File: config.mk
export PLATFORM = sky130hd
export DESIGN_NAME = p4_frame_merge_flat
export DESIGN_NICKNAME = d
export VERILOG_FILES = /design/src/rtl/p4_frame_merge_if.sv /design/src/rtl/p4_frame_merge.sv /design/src/flat_wrapper.sv
export SDC_FILE = /design/constraint.sdc
export NUM_CORES = 1
export LEC_CHECK = 0
export BUFFER_PORTS_ARGS = -buffer_cell sky130_fd_sc_hd__buf_2
export CAP_MARGIN = 20
export CORE_ASPECT_RATIO = 0.7
export CORE_UTILIZATION = 32
export DETAILED_ROUTE_END_ITERATION = 10
export SYNTH_ARGS = -nofsm -noshare
export SYNTH_HDL_FRONTEND = slang
export SYNTH_SLANG_ARGS = --single-unit
File: constraint.sdc
create_clock -name clk -period 2.1 [get_ports clk]
set_input_delay 0.42 -clock clk [delete_from_list [all_inputs] [get_ports clk]]
set_output_delay 0.42 -clock clk [all_outputs]
set_load 0.1 [all_outputs]
File: src/rtl/p4_frame_merge_if.sv
// AXI-Stream link used for the header, payload and merged output streams of p4_frame_merge.
interface p4_frame_merge_if #(
    parameter int DATA_WIDTH = 64,
    parameter int KEEP_WIDTH = (DATA_WIDTH + 7) / 8,
    parameter int ID_WIDTH   = 8,
    parameter int DEST_WIDTH = 8,
    parameter int USER_WIDTH = 1
);
    logic [DATA_WIDTH-1:0] tdata;
    logic [KEEP_WIDTH-1:0] tkeep;
    logic                  tvalid;
    logic                  tready;
    logic                  tlast;
    logic [ID_WIDTH-1:0]   tid;
    logic [DEST_WIDTH-1:0] tdest;
    logic [USER_WIDTH-1:0] tuser;

    modport master (
        output tdata, tkeep, tvalid, tlast, tid, tdest, tuser,
        input  tready
    );

    modport slave (
        input  tdata, tkeep, tvalid, tlast, tid, tdest, tuser,
        output tready
    );
endinterface

File: src/rtl/p4_frame_merge.sv
// Re-serialises a header frame followed by its payload frame into one AXI-Stream frame.
// Optional statistics counters are built when P4_FRAME_MERGE_STATS_EN is defined.
module p4_frame_merge #(
    parameter int DATA_WIDTH  = 64,
    parameter bit KEEP_ENABLE = (DATA_WIDTH > 8),
    parameter int KEEP_WIDTH  = (DATA_WIDTH + 7) / 8,
    parameter bit ID_ENABLE   = 1'b0,
    parameter int ID_WIDTH    = 8,
    parameter bit DEST_ENABLE = 1'b0,
    parameter int DEST_WIDTH  = 8,
    parameter bit USER_ENABLE = 1'b1,
    parameter int USER_WIDTH  = 1
) (
    input  logic                  clk,
    input  logic                  rst_n,
    p4_frame_merge_if.slave       s_axis_hdr,
    p4_frame_merge_if.slave       s_axis,
    p4_frame_merge_if.master      m_axis,
    input  logic                  enable,
    output logic                  busy,
    output logic [31:0]           status_frame_count,
    output logic [31:0]           status_error_count
);

    typedef enum logic [1:0] {StIdle, StHdr, StPld} state_e;

    typedef struct packed {
        logic [DATA_WIDTH-1:0] data;
        logic [KEEP_WIDTH-1:0] keep;
        logic                  last;
        logic [ID_WIDTH-1:0]   id;
        logic [DEST_WIDTH-1:0] dest;
        logic [USER_WIDTH-1:0] user;
    } beat_t;

    state_e                state_q, state_d;
    logic [ID_WIDTH-1:0]   id_q, id_d;
    logic [DEST_WIDTH-1:0] dest_q, dest_d;
    logic                  err_q, err_d;

    beat_t main_q, temp_q, in_beat;
    logic  main_valid_q, temp_valid_q;
    logic  in_valid, hdr_ready, pld_ready, in_xfer;

    // Input readiness depends only on registered state: active state and a free skid slot.
    always_comb begin
        state_d   = state_q;
        id_d      = id_q;
        dest_d    = dest_q;
        err_d     = err_q;
        in_valid  = 1'b0;
        in_beat   = '0;
        hdr_ready = 1'b0;
        pld_ready = 1'b0;

        unique case (state_q)
            StIdle: begin
                if (enable && s_axis_hdr.tvalid) begin
                    state_d = StHdr;
                    id_d    = s_axis_hdr.tid;
                    dest_d  = s_axis_hdr.tdest;
                end
            end
            StHdr: begin
                hdr_ready    = !temp_valid_q;
                in_valid     = s_axis_hdr.tvalid;
                in_beat.data = s_axis_hdr.tdata;
                in_beat.keep = KEEP_ENABLE ? s_axis_hdr.tkeep : {KEEP_WIDTH{1'b1}};
                in_beat.last = 1'b0;
                in_beat.id   = ID_ENABLE ? id_q : '0;
                in_beat.dest = DEST_ENABLE ? dest_q : '0;
                in_beat.user = USER_ENABLE ? s_axis_hdr.tuser : '0;
                if (hdr_ready && s_axis_hdr.tvalid) begin
                    err_d = err_q | in_beat.user[0];
                    if (s_axis_hdr.tlast) begin
                        state_d = StPld;
                    end
                end
            end
            StPld: begin
                pld_ready    = !temp_valid_q;
                in_valid     = s_axis.tvalid;
                in_beat.data = s_axis.tdata;
                in_beat.keep = KEEP_ENABLE ? s_axis.tkeep : {KEEP_WIDTH{1'b1}};
                in_beat.last = s_axis.tlast;
                in_beat.id   = ID_ENABLE ? id_q : '0;
                in_beat.dest = DEST_ENABLE ? dest_q : '0;
                in_beat.user = USER_ENABLE ? s_axis.tuser : '0;
                if (s_axis.tlast) begin
                    in_beat.user[0] = in_beat.user[0] | err_q;
                end
                if (pld_ready && s_axis.tvalid && s_axis.tlast) begin
                    state_d = StIdle;
                    err_d   = 1'b0;
                end
            end
            default: state_d = StIdle;
        endcase
    end

    assign in_xfer = in_valid && (hdr_ready || pld_ready);

    always_ff @(posedge clk or negedge rst_n) begin
        if (!rst_n) begin
            state_q <= StIdle;
            id_q    <= '0;
            dest_q  <= '0;
            err_q   <= 1'b0;
        end else begin
            state_q <= state_d;
            id_q    <= id_d;
            dest_q  <= dest_d;
            err_q   <= err_d;
        end
    end

    // Two-entry skid: temp only fills when main is stalled, and input readiness drops
    // while temp is occupied, so an accepted beat always has a slot.
    always_ff @(posedge clk or negedge rst_n) begin
        if (!rst_n) begin
            main_q       <= '0;
            main_valid_q <= 1'b0;
            temp_q       <= '0;
            temp_valid_q <= 1'b0;
        end else if (!main_valid_q || m_axis.tready) begin
            if (temp_valid_q) begin
                main_q       <= temp_q;
                main_valid_q <= 1'b1;
                temp_valid_q <= 1'b0;
            end else begin
                main_valid_q <= in_xfer;
                if (in_xfer) begin
                    main_q <= in_beat;
                end
            end
        end else if (in_xfer) begin
            temp_q       <= in_beat;
            temp_valid_q <= 1'b1;
        end
    end

    assign s_axis_hdr.tready = hdr_ready;
    assign s_axis.tready     = pld_ready;

    assign m_axis.tvalid = main_valid_q;
    assign m_axis.tdata  = main_q.data;
    assign m_axis.tkeep  = main_q.keep;
    assign m_axis.tlast  = main_q.last;
    assign m_axis.tid    = main_q.id;
    assign m_axis.tdest  = main_q.dest;
    assign m_axis.tuser  = main_q.user;

    assign busy = (state_q != StIdle);

`ifdef P4_FRAME_MERGE_STATS_EN
    logic [31:0] frame_cnt_q, err_cnt_q;
    logic        pld_done;

    assign pld_done = pld_ready && s_axis.tvalid && s_axis.tlast;

    always_ff @(posedge clk or negedge rst_n) begin
        if (!rst_n) begin
            frame_cnt_q <= '0;
            err_cnt_q   <= '0;
        end else if (pld_done) begin
            frame_cnt_q <= frame_cnt_q + 32'd1;
            if (in_beat.user[0]) begin
                err_cnt_q <= err_cnt_q + 32'd1;
            end
        end
    end

    assign status_frame_count = frame_cnt_q;
    assign status_error_count = err_cnt_q;
`else
    assign status_frame_count = '0;
    assign status_error_count = '0;
`endif

endmodule

File: src/flat_wrapper.sv
// flat-port wrapper written by rule: the top's interface ports become plain ports
module p4_frame_merge_flat 
#(
    parameter int DATA_WIDTH  = 64,
    parameter bit KEEP_ENABLE = (DATA_WIDTH > 8),
    parameter int KEEP_WIDTH  = (DATA_WIDTH + 7) / 8,
    parameter bit ID_ENABLE   = 1'b0,
    parameter int ID_WIDTH    = 8,
    parameter bit DEST_ENABLE = 1'b0,
    parameter int DEST_WIDTH  = 8,
    parameter bit USER_ENABLE = 1'b1,
    parameter int USER_WIDTH  = 1
)
  (clk, rst_n, enable, busy, status_frame_count, status_error_count, s_axis_hdr_tdata, s_axis_hdr_tkeep, s_axis_hdr_tvalid, s_axis_hdr_tlast, s_axis_hdr_tid, s_axis_hdr_tdest, s_axis_hdr_tuser, s_axis_hdr_tready, s_axis_tdata, s_axis_tkeep, s_axis_tvalid, s_axis_tlast, s_axis_tid, s_axis_tdest, s_axis_tuser, s_axis_tready, m_axis_tdata, m_axis_tkeep, m_axis_tvalid, m_axis_tlast, m_axis_tid, m_axis_tdest, m_axis_tuser, m_axis_tready);
  p4_frame_merge_if #(.DATA_WIDTH(DATA_WIDTH), .KEEP_WIDTH(KEEP_WIDTH), .ID_WIDTH(ID_WIDTH), .DEST_WIDTH(DEST_WIDTH), .USER_WIDTH(USER_WIDTH)) s_axis_hdr_i ();
  p4_frame_merge_if #(.DATA_WIDTH(DATA_WIDTH), .KEEP_WIDTH(KEEP_WIDTH), .ID_WIDTH(ID_WIDTH), .DEST_WIDTH(DEST_WIDTH), .USER_WIDTH(USER_WIDTH)) s_axis_i ();
  p4_frame_merge_if #(.DATA_WIDTH(DATA_WIDTH), .KEEP_WIDTH(KEEP_WIDTH), .ID_WIDTH(ID_WIDTH), .DEST_WIDTH(DEST_WIDTH), .USER_WIDTH(USER_WIDTH)) m_axis_i ();
  input  logic clk;
  input  logic rst_n;
  input  logic enable;
  output logic busy;
  output logic [31:0] status_frame_count;
  output logic [31:0] status_error_count;
  input wire logic [$bits(s_axis_hdr_i.tdata)-1:0] s_axis_hdr_tdata;
  input wire logic [$bits(s_axis_hdr_i.tkeep)-1:0] s_axis_hdr_tkeep;
  input wire logic [$bits(s_axis_hdr_i.tvalid)-1:0] s_axis_hdr_tvalid;
  input wire logic [$bits(s_axis_hdr_i.tlast)-1:0] s_axis_hdr_tlast;
  input wire logic [$bits(s_axis_hdr_i.tid)-1:0] s_axis_hdr_tid;
  input wire logic [$bits(s_axis_hdr_i.tdest)-1:0] s_axis_hdr_tdest;
  input wire logic [$bits(s_axis_hdr_i.tuser)-1:0] s_axis_hdr_tuser;
  output wire logic [$bits(s_axis_hdr_i.tready)-1:0] s_axis_hdr_tready;
  input wire logic [$bits(s_axis_i.tdata)-1:0] s_axis_tdata;
  input wire logic [$bits(s_axis_i.tkeep)-1:0] s_axis_tkeep;
  input wire logic [$bits(s_axis_i.tvalid)-1:0] s_axis_tvalid;
  input wire logic [$bits(s_axis_i.tlast)-1:0] s_axis_tlast;
  input wire logic [$bits(s_axis_i.tid)-1:0] s_axis_tid;
  input wire logic [$bits(s_axis_i.tdest)-1:0] s_axis_tdest;
  input wire logic [$bits(s_axis_i.tuser)-1:0] s_axis_tuser;
  output wire logic [$bits(s_axis_i.tready)-1:0] s_axis_tready;
  output wire logic [$bits(m_axis_i.tdata)-1:0] m_axis_tdata;
  output wire logic [$bits(m_axis_i.tkeep)-1:0] m_axis_tkeep;
  output wire logic [$bits(m_axis_i.tvalid)-1:0] m_axis_tvalid;
  output wire logic [$bits(m_axis_i.tlast)-1:0] m_axis_tlast;
  output wire logic [$bits(m_axis_i.tid)-1:0] m_axis_tid;
  output wire logic [$bits(m_axis_i.tdest)-1:0] m_axis_tdest;
  output wire logic [$bits(m_axis_i.tuser)-1:0] m_axis_tuser;
  input wire logic [$bits(m_axis_i.tready)-1:0] m_axis_tready;
  assign s_axis_hdr_i.tdata = s_axis_hdr_tdata;
  assign s_axis_hdr_i.tkeep = s_axis_hdr_tkeep;
  assign s_axis_hdr_i.tvalid = s_axis_hdr_tvalid;
  assign s_axis_hdr_i.tlast = s_axis_hdr_tlast;
  assign s_axis_hdr_i.tid = s_axis_hdr_tid;
  assign s_axis_hdr_i.tdest = s_axis_hdr_tdest;
  assign s_axis_hdr_i.tuser = s_axis_hdr_tuser;
  assign s_axis_hdr_tready = s_axis_hdr_i.tready;
  assign s_axis_i.tdata = s_axis_tdata;
  assign s_axis_i.tkeep = s_axis_tkeep;
  assign s_axis_i.tvalid = s_axis_tvalid;
  assign s_axis_i.tlast = s_axis_tlast;
  assign s_axis_i.tid = s_axis_tid;
  assign s_axis_i.tdest = s_axis_tdest;
  assign s_axis_i.tuser = s_axis_tuser;
  assign s_axis_tready = s_axis_i.tready;
  assign m_axis_tdata = m_axis_i.tdata;
  assign m_axis_tkeep = m_axis_i.tkeep;
  assign m_axis_tvalid = m_axis_i.tvalid;
  assign m_axis_tlast = m_axis_i.tlast;
  assign m_axis_tid = m_axis_i.tid;
  assign m_axis_tdest = m_axis_i.tdest;
  assign m_axis_tuser = m_axis_i.tuser;
  assign m_axis_i.tready = m_axis_tready;
  p4_frame_merge #(.DATA_WIDTH(DATA_WIDTH), .KEEP_ENABLE(KEEP_ENABLE), .KEEP_WIDTH(KEEP_WIDTH), .ID_ENABLE(ID_ENABLE), .ID_WIDTH(ID_WIDTH), .DEST_ENABLE(DEST_ENABLE), .DEST_WIDTH(DEST_WIDTH), .USER_ENABLE(USER_ENABLE), .USER_WIDTH(USER_WIDTH)) u_core (.clk(clk), .rst_n(rst_n), .s_axis_hdr(s_axis_hdr_i), .s_axis(s_axis_i), .m_axis(m_axis_i), .enable(enable), .busy(busy), .status_frame_count(status_frame_count), .status_error_count(status_error_count));
endmodule
## After elaboration in Yosys (flattened, before gate mapping)

Cells that the tools add are included.

- Memory bits (writable): 0
- Bits in read-only memories: 0
- Memories kept: 0
- Latch bits: 0
- Register bits after elaboration: 185
- Bits of input ports: 186

- Magnitude comparators: 0
- Add/sub/neg operators: 0
- Mux-type cells: 18
- Eq/ne operators: 6
- $mul: 0
- Shift operators: 0
- Reductions and logical operators: 18
- Divide/modulo/power cells: 0
- Bitwise operators: 3

Operators by type and width:

| kind | number |
|---|---|
| $mux 90 | 2 |
| $pmux 90 s2 | 1 |
| $mux 1 | 8 |
| $mux 2 | 4 |
| $reduce_bool 2->1 | 4 |
| $ne 2x1->1 const B | 3 |
| $pmux 2 s3 | 1 |
| $logic_and 1x1->1 | 5 |
| $pmux 1 s2 | 2 |
| $reduce_and 2->1 | 2 |
| $reduce_and 4->1 | 1 |
| $reduce_and 3->1 | 1 |
| $eq 2x1->1 const B | 1 |
| $eq 2x2->1 const B | 1 |
| $logic_not 1->1 | 2 |
| $logic_not 2->1 | 1 |
| $logic_or 1x1->1 | 2 |
| $ne 2x2->1 const B | 1 |
| $or 1x1->1 | 2 |
| $not 1->1 | 1 |

## Longest topological paths before layout

- Depth after elaboration: 6
- Depth in mapped cells: 9
- Depth with buffers taken out: 6

## Worst setup path before layout

OpenSTA, ideal clock, no wires.

- Kind: flip-flop to output port
- Start: register u_core.state_q[1]
- End: output port s_axis_hdr_tready
- Required time: 1.680 ns
- Slack: -0.796 ns
- Cell stages (with the launch flop): 7
- Arrival: 2.476 ns
- Cells stage by stage: dfrtp_1 > inv_1 > ha_1 > buf_2 > buf_2 > buf_2 > nor2b_1

- Cells in the longest elaborated chain, start to end: 2

RTL lines:

| item | RTL line | text |
|---|---|---|
| from (decl) | p4_frame_merge.sv:36 | `state_e state_q, state_d;` |
| from (signal assigned) | p4_frame_merge.sv:105 | `state_q <= StIdle;` |
| from (signal assigned) | p4_frame_merge.sv:110 | `state_q <= state_d;` |
| $eq 2x1->1 | p4_frame_merge.sv:56 | `unique case (state_q)` |
| $mux 1 | p4_frame_merge.sv:56 |  |
| to (decl) | flat_wrapper.sv:31 | `output wire logic [$bits(s_axis_hdr_i.tready)-1:0] s_axis_hdr_tready;` |

No other way between the ends.

## Final worst setup path

Same ends and word-level chain as after synthesis.

==> metrics <==
RSZ-0062 raised after global routing=yes; area delta synth->final=28.9%; clk sinks=153; HP Class=in -> reg; synth unique cells=31; Ports=344; CP Class=reg -> out; Yosys Warn Count=0; worst-margin pin slew=535 ps; Starting Density=0.327; largest net degree at the start of global routing=59; 1st-pass router iterations=5; Mapped Area=7430 um^2; max frequency=489 MHz; # rows=46; Final Hold Violating Endpoints=0; global-route usage over all layers=0.174; CP top delay family=flip-flops; Final Critical Period=2050 ps; GRT Residual Overflow=0; DRC viols=0; Final Max Tran Viols=0; synth top area cells=dfrtp_1 52%, o221a_2 11%, buf_4 8.7%; CP bufs+invs=3; diode count=0; largest area contributor in the netlist=dfrtp_1; Fill cells=2219; die area=23800 um^2; die height=129 um; Via Count=6202; initial antenna violation count=0; Crit path required time=1680 ps; Routed wire per std cell=16.8 um; slowest cell delay on critical path=460 ps; Tcrit/Tclk final=0.975; Die W=184 um; top cell type's share of synthesized area=0.515; layout cell share with drive strength beyond 1=0.412; CP Data Arrival Time=1630 ps; Seq cells post-synth=153; global-route wire length before repair=31500 um; CP max-delay cell=dfrtp_2; status=finished clean; Final Skew=12.6 ps; sequential fraction of the synthesis area=0.515; cts bufs inserted=17; Detailed Place HPWL=13900 um; vias in the first global route=5828; post-synthesis cell count=704; CTS tree=built; total routed wirelength=21000 um; Port Buffers=231; initial DRC count=304; clock buffer depth=2; H-tree Lvls=4; CTS clock-pin slew for the worst setup and hold paths=60 ps; Core ar.=22700 um^2; Setup-failing EPs final=0; vias per cell=4.96; Max Cap Violations=0; Worst-Skew Late Latency=420 ps; post-route ant nets=0; slew margin rel.=0.646; crit start category=flip-flop; cells along the critical path=inv_4 -> ha_4 -> buf_12 -> nor2b_4 -> buf_12; fin nets=1117; Setup TNS=0 ps; worst-path fanout max=24; Worst Setup End Kind=primary output; Root Driver=clkbuf_16; Mean Syn Cell Area=10.6 um^2; most common cell type on the critical path=buf_12; GPL Wtd Cong=0.760
==> cell usage after synthesis <==
cell,n
buf_4,86
nand3_1,1
a32oi_1,1
ha_1,5
nand2b_4,1
nor3_4,2
conb_1,1
a21o_1,1
nor2_1,75
a22o_1,1
inv_1,4
nand2_1,5
buf_6,1
buf_1,1
a31oi_1,2
nand3b_1,1
o221a_2,72
mux2_2,2
o21ai_1,20
dfrtp_1,153
o21ai_0,56
nor2b_1,4
nor2_2,1
a22oi_1,74
mux2i_1,1
a21oi_1,74
nand2b_1,2
a21oi_2,1
a22oi_2,1
buf_2,34
clkbuf_1,21
==> per-stage QoR <==
stage | instances | area [um^2] | hold WS [ps] | util | worst slack, ps
floorplan | 783 | 7740 | 124 | - | 27.2
global placement | 1210 | 8780 | 327 | 0.386 | 190
detailed placement | 1210 | 8780 | 324 | 0.386 | 124
CTS | 1246 | 9480 | 298 | 0.417 | 12.7
global route | 1251 | 9580 | 303 | 0.421 | -9.28
finish | 1251 | 9580 | 322 | 0.421 | 53.2
==> flip-flops by register name, indices dropped and copies added, names as in the netlist <==
signal,flops
u_core.temp_q,74
u_core.m_axis.tdata,64
u_core.m_axis.tkeep,8
u_core.state_q,2
u_core.err_q,1
u_core.m_axis.tlast,1
u_core.m_axis.tuser,1
u_core.m_axis.tvalid,1
u_core.temp_valid_q,1
==> cells by family after synthesis <==
kind of cell,count (synthesis),synth area share
other,1,0.000505
and+or+nand+nor,92,0.0542
buffers and inverters,147,0.124
adders and majority gates,5,0.00842
muxes,3,0.00438
DFF,153,0.515
AOI/OAI and AO/OA,303,0.293
==> path summary, 6_finish.rpt <==
| kind | start | end | slack (ps) | cells after the start |
|---|---|---|---|---|
| max | u_core.state_q[1] | s_axis_hdr_tready | 50 | 5 |
| min | s_axis_hdr_tdata[8] | u_core.temp_q[34] | 320 | 3 |
| max reg2reg | u_core.state_q[0] | u_core.m_axis.tkeep[2] | 70 | 8 |
| min reg2reg | u_core.m_axis.tuser | u_core.m_axis.tuser | 510 | 1 |
| max in group asynchronous | rst_n | u_core.m_axis.tuser | 1060 | 3 |
| min in group asynchronous | rst_n | u_core.m_axis.tdata[28] | 450 | 2 |
==> area by class of cell <==
cell class,count,area [um^2],share of cell area
sequential,153,3830,0.400
multi-input combinational,483,3040,0.317
timing repair buffer,267,1680,0.175
clock buffer,20,457,0.0477
tap,312,390,0.0408
clock inverter,12,163,0.0170
inverter,4,17.5,0.00183
==> layer usage <==
metal,vias to the layer above,GRT usage,routed length (um),share of wire
met5,-,0,0,0
met4,0,0.0529,149,0.0071
met3,12,0.0405,1290,0.061
met2,238,0.282,9660,0.46
met1,3058,0.232,9930,0.47
li1,2894,-,-,-
==> tightest hold or removal path, stage by stage <==
cell and delay (ps):
buf_2 80, a22oi_1 60, a21oi_1 140
==> timing repair <==
item                                    4_1_cts  5_1_grt
gates resized for setup                      11        5
hold buffers                                  1        0
setup buffers                                 3        3
endpoints found under the hold margin        26        0
cloned                                        0        2
endpoints found under the setup margin        2       92
==> cell usage in the layout (no fill, tap or decap), drive strengths merged, types with 3 or more instances in the layout <==
cell	synthesis	layout
buf	122	264
dfrtp	153	153
conb	1	80
nor2	76	76
o21ai	76	76
a22oi	75	75
a21oi	75	75
o221a	72	72
clkbuf	21	22
inv	4	8
nand2	5	5
ha	5	5
nor2b	4	4
clkinv	0	4
bufinv	0	3
nand2b	3	3
Power is left out: the tool's default activity adds up to more than one toggle a clock period on the data nets, which glitch-free logic cannot reach.
